File: src/rtl/spu_issue_scoreboard_if.sv
// Issue-stage bundle for the dual-issue scoreboard: even/odd instruction fields plus
// the stall and per-pipe accept results.
interface spu_issue_scoreboard_if #(
    parameter int unsigned REG_W = 7,
    parameter int unsigned LAT_W = 3
);
    logic             issue_valid_e;
    logic             regwr_e;
    logic [REG_W-1:0] rt_e;
    logic [LAT_W-1:0] lat_e;
    logic [2:0]       src_vld_e;
    logic [REG_W-1:0] ra_e;
    logic [REG_W-1:0] rb_e;
    logic [REG_W-1:0] rc_e;

    logic             issue_valid_o;
    logic             regwr_o;
    logic [REG_W-1:0] rt_o;
    logic [LAT_W-1:0] lat_o;
    logic [2:0]       src_vld_o;
    logic [REG_W-1:0] ra_o;
    logic [REG_W-1:0] rb_o;
    logic [REG_W-1:0] rc_o;

    logic             stall;
    logic             issue_e;
    logic             issue_o;

    modport master (
        output issue_valid_e, regwr_e, rt_e, lat_e, src_vld_e, ra_e, rb_e, rc_e,
        output issue_valid_o, regwr_o, rt_o, lat_o, src_vld_o, ra_o, rb_o, rc_o,
        input  stall, issue_e, issue_o
    );

    modport slave (
        input  issue_valid_e, regwr_e, rt_e, lat_e, src_vld_e, ra_e, rb_e, rc_e,
        input  issue_valid_o, regwr_o, rt_o, lat_o, src_vld_o, ra_o, rb_o, rc_o,
        output stall, issue_e, issue_o
    );
endinterface

File: src/rtl/spu_issue_scoreboard.sv
// Dual-issue hazard scoreboard: per-register writeback countdown, RAW/WAW/intra-pair
// stall generation for the even/odd SPU pipes.
module spu_issue_scoreboard #(
    parameter int unsigned NUM_REGS = 128,
    parameter int unsigned REG_W    = 7,
    parameter int unsigned LAT_W    = 3
) (
    input  logic                  clk,
    input  logic                  reset,
    input  logic                  flush,
    spu_issue_scoreboard_if.slave bus,
    output logic [7:0]            pending_cnt
);

    logic [LAT_W-1:0] cnt_q [NUM_REGS];
    logic [LAT_W-1:0] cnt_d [NUM_REGS];
    logic [7:0]       pop_cnt;

    logic raw_e, raw_o, waw_e, waw_o, intra, stall_raw;
    logic wr_e, wr_o;

    always_comb begin
        raw_e = (bus.src_vld_e[0] && (cnt_q[bus.ra_e] != '0)) ||
                (bus.src_vld_e[1] && (cnt_q[bus.rb_e] != '0)) ||
                (bus.src_vld_e[2] && (cnt_q[bus.rc_e] != '0));
        raw_o = (bus.src_vld_o[0] && (cnt_q[bus.ra_o] != '0)) ||
                (bus.src_vld_o[1] && (cnt_q[bus.rb_o] != '0)) ||
                (bus.src_vld_o[2] && (cnt_q[bus.rc_o] != '0));
        waw_e = bus.regwr_e && (cnt_q[bus.rt_e] > bus.lat_e);
        waw_o = bus.regwr_o && (cnt_q[bus.rt_o] > bus.lat_o);
        // Only even->odd forwarding within a pair matters: even is older.
        intra = bus.issue_valid_e && bus.regwr_e && (bus.lat_e != '0) && bus.issue_valid_o &&
                ((bus.src_vld_o[0] && (bus.ra_o == bus.rt_e)) ||
                 (bus.src_vld_o[1] && (bus.rb_o == bus.rt_e)) ||
                 (bus.src_vld_o[2] && (bus.rc_o == bus.rt_e)));
        stall_raw = ((raw_e || waw_e) && bus.issue_valid_e) ||
                    ((raw_o || waw_o) && bus.issue_valid_o) || intra;

        bus.stall   = stall_raw && !reset;
        bus.issue_e = bus.issue_valid_e && !stall_raw && !flush && !reset;
        bus.issue_o = bus.issue_valid_o && !stall_raw && !flush && !reset;
        wr_e        = bus.issue_e && bus.regwr_e;
        wr_o        = bus.issue_o && bus.regwr_o;
    end

    always_comb begin
        for (int r = 0; r < NUM_REGS; r++) begin
            cnt_d[r] = (cnt_q[r] != '0) ? cnt_q[r] - LAT_W'(1) : '0;
            if (wr_e && (bus.rt_e == REG_W'(r)) && wr_o && (bus.rt_o == REG_W'(r))) begin
                cnt_d[r] = (bus.lat_e > bus.lat_o) ? bus.lat_e : bus.lat_o;
            end else if (wr_e && (bus.rt_e == REG_W'(r))) begin
                cnt_d[r] = bus.lat_e;
            end else if (wr_o && (bus.rt_o == REG_W'(r))) begin
                cnt_d[r] = bus.lat_o;
            end
        end
    end

    always_comb begin
        pop_cnt = '0;
        for (int r = 0; r < NUM_REGS; r++) begin
            pop_cnt = pop_cnt + 8'(cnt_q[r] != '0);
        end
    end

    // pending_cnt trails cnt by one cycle; reset/flush zero it together with cnt.
    always_ff @(posedge clk) begin
        if (reset || flush) begin
            for (int r = 0; r < NUM_REGS; r++) begin
                cnt_q[r] <= '0;
            end
            pending_cnt <= '0;
        end else begin
            for (int r = 0; r < NUM_REGS; r++) begin
                cnt_q[r] <= cnt_d[r];
            end
            pending_cnt <= pop_cnt;
        end
    end

endmodule
File: src/flat_wrapper.sv
// flat-port wrapper written by rule: the top's interface ports become plain ports
module spu_issue_scoreboard_flat 
#(
    parameter int unsigned NUM_REGS = 128,
    parameter int unsigned REG_W    = 7,
    parameter int unsigned LAT_W    = 3
)
  (clk, reset, flush, pending_cnt, bus_issue_valid_e, bus_regwr_e, bus_rt_e, bus_lat_e, bus_src_vld_e, bus_ra_e, bus_rb_e, bus_rc_e, bus_issue_valid_o, bus_regwr_o, bus_rt_o, bus_lat_o, bus_src_vld_o, bus_ra_o, bus_rb_o, bus_rc_o, bus_stall, bus_issue_e, bus_issue_o);
  spu_issue_scoreboard_if #(.REG_W(REG_W), .LAT_W(LAT_W)) bus_i ();
  input  logic clk;
  input  logic reset;
  input  logic flush;
  output logic [7:0] pending_cnt;
  input wire logic [$bits(bus_i.issue_valid_e)-1:0] bus_issue_valid_e;
  input wire logic [$bits(bus_i.regwr_e)-1:0] bus_regwr_e;
  input wire logic [$bits(bus_i.rt_e)-1:0] bus_rt_e;
  input wire logic [$bits(bus_i.lat_e)-1:0] bus_lat_e;
  input wire logic [$bits(bus_i.src_vld_e)-1:0] bus_src_vld_e;
  input wire logic [$bits(bus_i.ra_e)-1:0] bus_ra_e;
  input wire logic [$bits(bus_i.rb_e)-1:0] bus_rb_e;
  input wire logic [$bits(bus_i.rc_e)-1:0] bus_rc_e;
  input wire logic [$bits(bus_i.issue_valid_o)-1:0] bus_issue_valid_o;
  input wire logic [$bits(bus_i.regwr_o)-1:0] bus_regwr_o;
  input wire logic [$bits(bus_i.rt_o)-1:0] bus_rt_o;
  input wire logic [$bits(bus_i.lat_o)-1:0] bus_lat_o;
  input wire logic [$bits(bus_i.src_vld_o)-1:0] bus_src_vld_o;
  input wire logic [$bits(bus_i.ra_o)-1:0] bus_ra_o;
  input wire logic [$bits(bus_i.rb_o)-1:0] bus_rb_o;
  input wire logic [$bits(bus_i.rc_o)-1:0] bus_rc_o;
  output wire logic [$bits(bus_i.stall)-1:0] bus_stall;
  output wire logic [$bits(bus_i.issue_e)-1:0] bus_issue_e;
  output wire logic [$bits(bus_i.issue_o)-1:0] bus_issue_o;
  assign bus_i.issue_valid_e = bus_issue_valid_e;
  assign bus_i.regwr_e = bus_regwr_e;
  assign bus_i.rt_e = bus_rt_e;
  assign bus_i.lat_e = bus_lat_e;
  assign bus_i.src_vld_e = bus_src_vld_e;
  assign bus_i.ra_e = bus_ra_e;
  assign bus_i.rb_e = bus_rb_e;
  assign bus_i.rc_e = bus_rc_e;
  assign bus_i.issue_valid_o = bus_issue_valid_o;
  assign bus_i.regwr_o = bus_regwr_o;
  assign bus_i.rt_o = bus_rt_o;
  assign bus_i.lat_o = bus_lat_o;
  assign bus_i.src_vld_o = bus_src_vld_o;
  assign bus_i.ra_o = bus_ra_o;
  assign bus_i.rb_o = bus_rb_o;
  assign bus_i.rc_o = bus_rc_o;
  assign bus_stall = bus_i.stall;
  assign bus_issue_e = bus_i.issue_e;
  assign bus_issue_o = bus_i.issue_o;
  spu_issue_scoreboard #(.NUM_REGS(NUM_REGS), .REG_W(REG_W), .LAT_W(LAT_W)) u_core (.clk(clk), .reset(reset), .flush(flush), .bus(bus_i), .pending_cnt(pending_cnt));
endmodule
File: config.mk
export PLATFORM = sky130hd
export DESIGN_NAME = spu_issue_scoreboard_flat
export DESIGN_NICKNAME = d
export VERILOG_FILES = /design/src/rtl/spu_issue_scoreboard_if.sv /design/src/rtl/spu_issue_scoreboard.sv /design/src/flat_wrapper.sv
export SDC_FILE = /design/constraint.sdc
export NUM_CORES = 2
export LEC_CHECK = 0
export CAP_MARGIN = 20
export CORE_MARGIN = 2
export CORE_UTILIZATION = 35
export DETAILED_ROUTE_END_ITERATION = 10
export PLACE_DENSITY_LB_ADDON = 0.15
export SLEW_MARGIN = 40
export SYNTH_ARGS = -nofsm -noshare
export SYNTH_HDL_FRONTEND = slang
export SYNTH_SLANG_ARGS = --single-unit
File: constraint.sdc
create_clock -name clk -period 21.7 [get_ports clk]
set_input_delay 4.34 -clock clk [delete_from_list [all_inputs] [get_ports clk]]
set_output_delay 4.34 -clock clk [all_outputs]
set_load 0.05 [all_outputs]
; ---- Word level (Yosys, flattened, before mapping)
; Memories as Yosys holds them, arrays and structs flattened.
; Index checks and enable logic that the tools add are counted.
[word_totals]
mem_bits_rw = 384
n_memories = 1
regBits = 8
inputBits = 75
output_inout_bits = 11
word_cells = 1978
[classes]
eq_ne = 257
n_reduce_logical = 689
bitwise_logic = 128
n_mux = 644
magnitude_cmp = 3
addsub = 255
[memory_table]
columns = memory, depth, word_bits, rd, rd_clocked_by_memory_dff, write_ports, line_no
row1 = u_core.cnt_q, 128, 3, 136, 0, 128, spu_issue_scoreboard.sv:15  ; logic [LAT_W-1:0] cnt_q [NUM_REGS];
[op_table]
columns = cell, n
row1 = 3-bit 2-to-1 mux, 641
row2 = 8-bit by 1-bit adder with 8-bit output, 126
row3 = 7-bit == test (second input constant), 128
row4 = 1-bit logical AND, 538
row5 = 7-bit by 6-bit == test with 1-bit output (second input constant), 64
row6 = 3-bit nonzero test, 135
row7 = 3-bit by 1-bit subtractor with 3-bit output (second input constant), 128
row8 = 7-bit by 5-bit == test with 1-bit output (second input constant), 32
row9 = 1-bit bitwise OR, 128
row10 = 7-bit by 4-bit == test with 1-bit output (second input constant), 16
row11 = 7-bit by 3-bit == test with 1-bit output (second input constant), 8
row12 = 7-bit by 2-bit == test with 1-bit output (second input constant), 4
row13 = 7-bit == test, 3
row14 = 7-bit by 1-bit == test with 1-bit output (second input constant), 2
row15 = 7-bit zero test, 2
row16 = 1-bit logical OR, 11
row17 = 3-bit > comparator, 3
row18 = 1-bit zero test, 3
row19 = 1-bit 2-to-1 mux, 3
row20 = 1-bit by 1-bit adder with 2-bit output, 1

; ---- Depth between registers and ports, before layout
; An unclocked memory read counts as a cell.
[depth]
ltp_word = 129
ltp_mapped = 30
mapped_depth_nobuf = 30

; ---- Worst setup path before layout
; No wires, ideal clock.
[synth_timing]
path_type = input -> output
start = in bus_rt_e[1]
end = out bus_issue_e
slack_ns = 6.563
required_ns = 17.360
t_arrival_ns = 10.797
path_buffers = 7
path_stages = 21
cell_sequence = clkbuf_1 -> buf_1 -> clkbuf_1 -> buf_1 -> mux4_2 -> mux4_2 -> nand3b_1 -> o21ai_0 -> a221o_1 -> ha_1 -> nor2b_1 -> o21ai_0 -> a21oi_1 -> nand4b_1 -> a311oi_1 -> o211a_4 -> a21oi_2 -> clkbuf_1 -> buf_2 -> buf_2 -> nor4_1
[synth_via]
elab_chain_cells = 11
word_cells_on_any_way = 20
cone_classes = order compare: 1 / eq/ne: 3 / reduce/logical: 15 / memory: 1
[synth_lines]
columns = item, line_no
row1 = start: declaration, flat_wrapper.sv:16  ; input wire logic [$bits(bus_i.rt_e)-1:0] bus_rt_e;
row2 = memory read 128 x 3 bit, n/a
row3 = 3-bit > comparator, spu_issue_scoreboard.sv:29  ; waw_e = bus.regwr_e && (cnt_q[bus.rt_e] > bus.lat_e);
row4 = 1-bit logical AND, spu_issue_scoreboard.sv:29
row5 = 1-bit logical OR, spu_issue_scoreboard.sv:36  ; stall_raw = ((raw_e || waw_e) && bus.issue_valid_e) ||
row6 = 1-bit logical AND, spu_issue_scoreboard.sv:36
row7 = 1-bit logical OR, spu_issue_scoreboard.sv:36
row8 = 1-bit logical OR *, spu_issue_scoreboard.sv:37  ; ((raw_o || waw_o) && bus.issue_valid_o) || intra;
row9 = 1-bit zero test *, spu_issue_scoreboard.sv:40  ; bus.issue_e = bus.issue_valid_e && !stall_raw && !flush && !reset;
row10 = 1-bit logical AND * (3 in series), spu_issue_scoreboard.sv:40
row11 = end: declaration, flat_wrapper.sv:31  ; output wire logic [$bits(bus_i.issue_e)-1:0] bus_issue_e;
; Mark *: on every way between the ends. The rest lies on a longest branch, timed or not.

; ---- Worst setup path in the final report
[layout_timing]
start = in bus_rt_e[0]
end = out bus_stall
[layout_via]
elab_chain_cells = 8
word_cells_on_any_way = 17
cone_classes = order compare: 1 / eq/ne: 3 / reduce/logical: 12 / memory: 1
[layout_lines]
columns = item, line_no
row1 = memory read 128 x 3 bit, n/a
row2 = 3-bit > comparator, spu_issue_scoreboard.sv:29
row3 = 1-bit logical AND, spu_issue_scoreboard.sv:29
row4 = 1-bit logical OR, spu_issue_scoreboard.sv:36
row5 = 1-bit logical AND, spu_issue_scoreboard.sv:36
row6 = 1-bit logical OR, spu_issue_scoreboard.sv:36
row7 = 1-bit logical OR *, spu_issue_scoreboard.sv:37
row8 = 1-bit logical AND *, spu_issue_scoreboard.sv:39  ; bus.stall = stall_raw && !reset;
row9 = end: declaration, flat_wrapper.sv:30  ; output wire logic [$bits(bus_i.stall)-1:0] bus_stall;
; Marked as above.

==> impl_metrics.csv <==
group,metric,value,unit
pwr,power.total,2.31,mW
cts,clockBufferDepth,3,
critical_path,crit_type,"in2out",
detailed_routing,drtIter0Drc,9600,
finish,fin_area,0.0568,mm^2
timing,fin_worst_skew,0.0476,ns
pwr,p_int,1.41,mW
floorplanning,fp.coreArea,0.147,mm^2
timing,fin_ws,6.26,ns
cts,holdBufCountCts,0,
floorplanning,die_h,388,um
synth,synthesis.area,0.0517,mm^2
synth,synth_seq_area_share,0.152,
critical_path,rrSetupSlack,12.18,ns
synth,synth_edf_count,0,
grt,grt_first_pass_wirelength,467000,um
critical_path,cp.required,17.36,ns
status,violations,"design-rule violations",
critical_path,r2r_end,"u_core.pending_cnt[6]",
timing,setup_viol,0,
cts,cts_num_sinks,392,
synth,syn-mean-instance-area,9.00,um^2
pwr,max-vdd-ir-drop,0.0605,mV
synth,ys_warn_count,0,
timing,clock.fmax,0.0647,GHz
cts,postCtsSetupBuffers,0,
hold_path,hp-start,"u_core.cnt_q[52][2]",
timing,tns,0,ns
pwr,clockPowerShare,0.422,
pwr,p_sw_frac,0.391,
timing,maxSlewHeadroom,0.244,
place,dp.cells,7442,
place,post_dp_cell_area,0.0548,mm^2
finish,area_growth_syn_to_layout,9.86,%
detailed_routing,drc,1,
finish,nets,5965,
critical_path,cp-end-kind,"output pin",
grt,grt_overflow,0,
timing,slew_viol_final,0,
critical_path,r2r_start,"u_core.cnt_q[58][0]",
critical_path,reg2reg_depth,25,
detailed_routing,viasPerCell,7.46,
timing,min_period_over_period,0.712,
synth,yosysTopAreaCell,"mux4_2",
hold_path,min_delay_path_depth,3,
cts,ctsResizeCount,0,
detailed_routing,ant_nets,0,
timing,worst_pin_slew,1.13,ns
cts,insertion_delay,0.72,ns
finish,final_cells,7581,
timing,finalCriticalPeriod,15.44,ns
timing,hold_viol_final,0,
flow_run,drv_cap,0,
cts,cts_root_buf,"clkbuf_16",
cts,tritoncts,"built",
pwr,p_sw,0.904,mW
pwr,power_frac_comb,0.267,
floorplanning,die_width,388,um
synth,synth_cell_type_count,98,
grt,grt_pass1_vias,51900,
cts,clk_pin_slew,0.06,ns
floorplanning,num_rows,141,
detailed_routing,wl_per_cell,46.0,um
synth,synth_seq_cells,392,
timing,rsz0062_at_grt,"no",
critical_path,start_kind,"primary input",
detailed_routing,vias,56600,
critical_path,critPathMaxFanout,66,
synth,syn_nets,6137,
cts,htree_levels,2,
synth,synth_flop_cell,"dfxtp_1",
finish,fillers,15000,
pwr,sequentialPowerShare,0.311,
critical_path,crit_path_start,"bus_rt_e[0]",
timing,hold-worst-slack,0.691,ns
synth,synth_area_leaders,"mux4_2, dfxtp_1, mux2i_1",
floorplanning,pin_count,86,
floorplanning,initial_utilization,0.351,
place,dp_slack,6.35,ns
grt,grt_antenna_before_repair,38,
synth,synth_top_area_share,0.178,
place,place_congestion,1.10,
place,io_buffers,85,
critical_path,critPathArrivalTime,11.10,ns
hold_path,hold_end,"u_core.cnt_q[52][2]",
grt,track_usage,0.447,
grt,grt_max_degree,68,
detailed_routing,wirelength,349000,um
pwr,p_leak,19.9,nW
hold_path,min_path_type,"reg2reg",
place,dp_hpwl,248000,um
synth,syn_inst,5744,
pwr,p_per_area,40.7,mW/mm^2
detailed_routing,dr.pass1.iters,10,
cts,cts_buffers,56,
status,status,"complete, but fails checks",
finish,fin_util,0.386,
synth,async_reset_ff_frac,0,
floorplanning,die-area,0.151,mm^2
finish,drive_above_1_share,0.200,
layout by cell type (no fill, tap or decap), types with 87 or more instances in the layout:
master and count:
nor3_1 206, o21ai_0 194, fa_1 114, nand3_1 87, ha_1 201, inv_1 374
buf_4 250, a21oi_1 138, mux2i_1 624, o31ai_1 88, o22ai_1 291, nand2_1 328
nor4_1 102, dfxtp_1 392, nor2_1 415, mux4_2 409
worst max path at each step:
stage,end,slack [ns],depth (start not counted)
finish,bus_stall,6.26,18
global placement,bus_stall,6.48,19
detailed placement,bus_stall,6.35,18
CTS,bus_stall,6.33,18
floorplan,bus_issue_e,6.56,21
global route,bus_stall,6.04,18
logic make-up (layout without fill, tap and decap cells):
| group | Yosys count | count (layout) | synth area share |
|---|---|---|---|
| adder cells (fa/ha/maj) | 318 | 318 | 0.0937 |
| other | 0 | 41 | 0 |
| multiplexers | 1120 | 1120 | 0.318 |
| flip-flops | 392 | 392 | 0.152 |
| AND/OR/NAND/NOR | 1739 | 1739 | 0.198 |
| buffers and inverters | 963 | 829 | 0.0782 |
| XOR/XNOR | 25 | 25 | 0.00424 |
| AO/OA/AOI/OAI | 1187 | 1187 | 0.156 |
power groups by stage:
stage / clock, mW / combinational, mW / sequential [mW]
final: 0.976 / 0.617 / 0.721
after global routing: 1.00 / 0.603 / 0.720
after CTS: 0.974 / 0.574 / 0.721
after detailed placement: 0 / 0.573 / 0.736
after global placement: 0 / 0.567 / 0.736
after floorplan: 0 / 0.301 / 0.736
synthesized netlist by cell type, types with 77 or more instances:
cell type / instances
a21oi_1: 138
buf_1: 77
buf_2: 127
clkbuf_1: 325
dfxtp_1: 392
fa_1: 115
ha_1: 203
inv_1: 377
mux2i_1: 627
mux4_2: 409
nand2_1: 341
nand3_1: 93
nor2_1: 429
nor3_1: 227
nor4_1: 104
o21ai_0: 197
o22ai_1: 291
o31ai_1: 88
worst max-delay path, cell delays in order:
cell,delay [ns]
buf_6,0.57
buf_4,0.73
mux4_2,0.58
mux4_2,0.56
mux4_2,0.58
mux2_2,0.29
ha_1,0.29
nand3_1,0.09
nand2_1,0.06
a21oi_1,0.27
nand4b_1,0.19
a311oi_1,0.10
o211a_4,0.30
a21oi_4,0.39
buf_4,0.58
nor2_1,0.12
nor2_1,0.13
clkdlybuf4s50_1,0.81
sequential cells by signal (all words and copies together) (netlist names):
register            cells
u_core.cnt_q          384
u_core.pending_cnt      8
final cells by class:
cell class / count / area [um^2] / area share
multi-input combinational: 4389 / 40400 / 0.711
sequential: 392 / 7850 / 0.138
timing repair buffer: 344 / 2780 / 0.0490
tap: 1930 / 2410 / 0.0425
clock buffer: 86 / 1680 / 0.0295
inverter: 389 / 1460 / 0.0258
clock inverter: 10 / 130 / 0.00229
antenna: 41 / 103 / 0.00181
metal layers:
layer	global-route usage	wire length, um	share of wire
met1	0.533	125000	0.36
met2	0.608	137000	0.39
met3	0.210	52300	0.15
met4	0.362	34900	0.10
met5	0.00447	199	0.00057
Power figures use the tool's default switching activity.
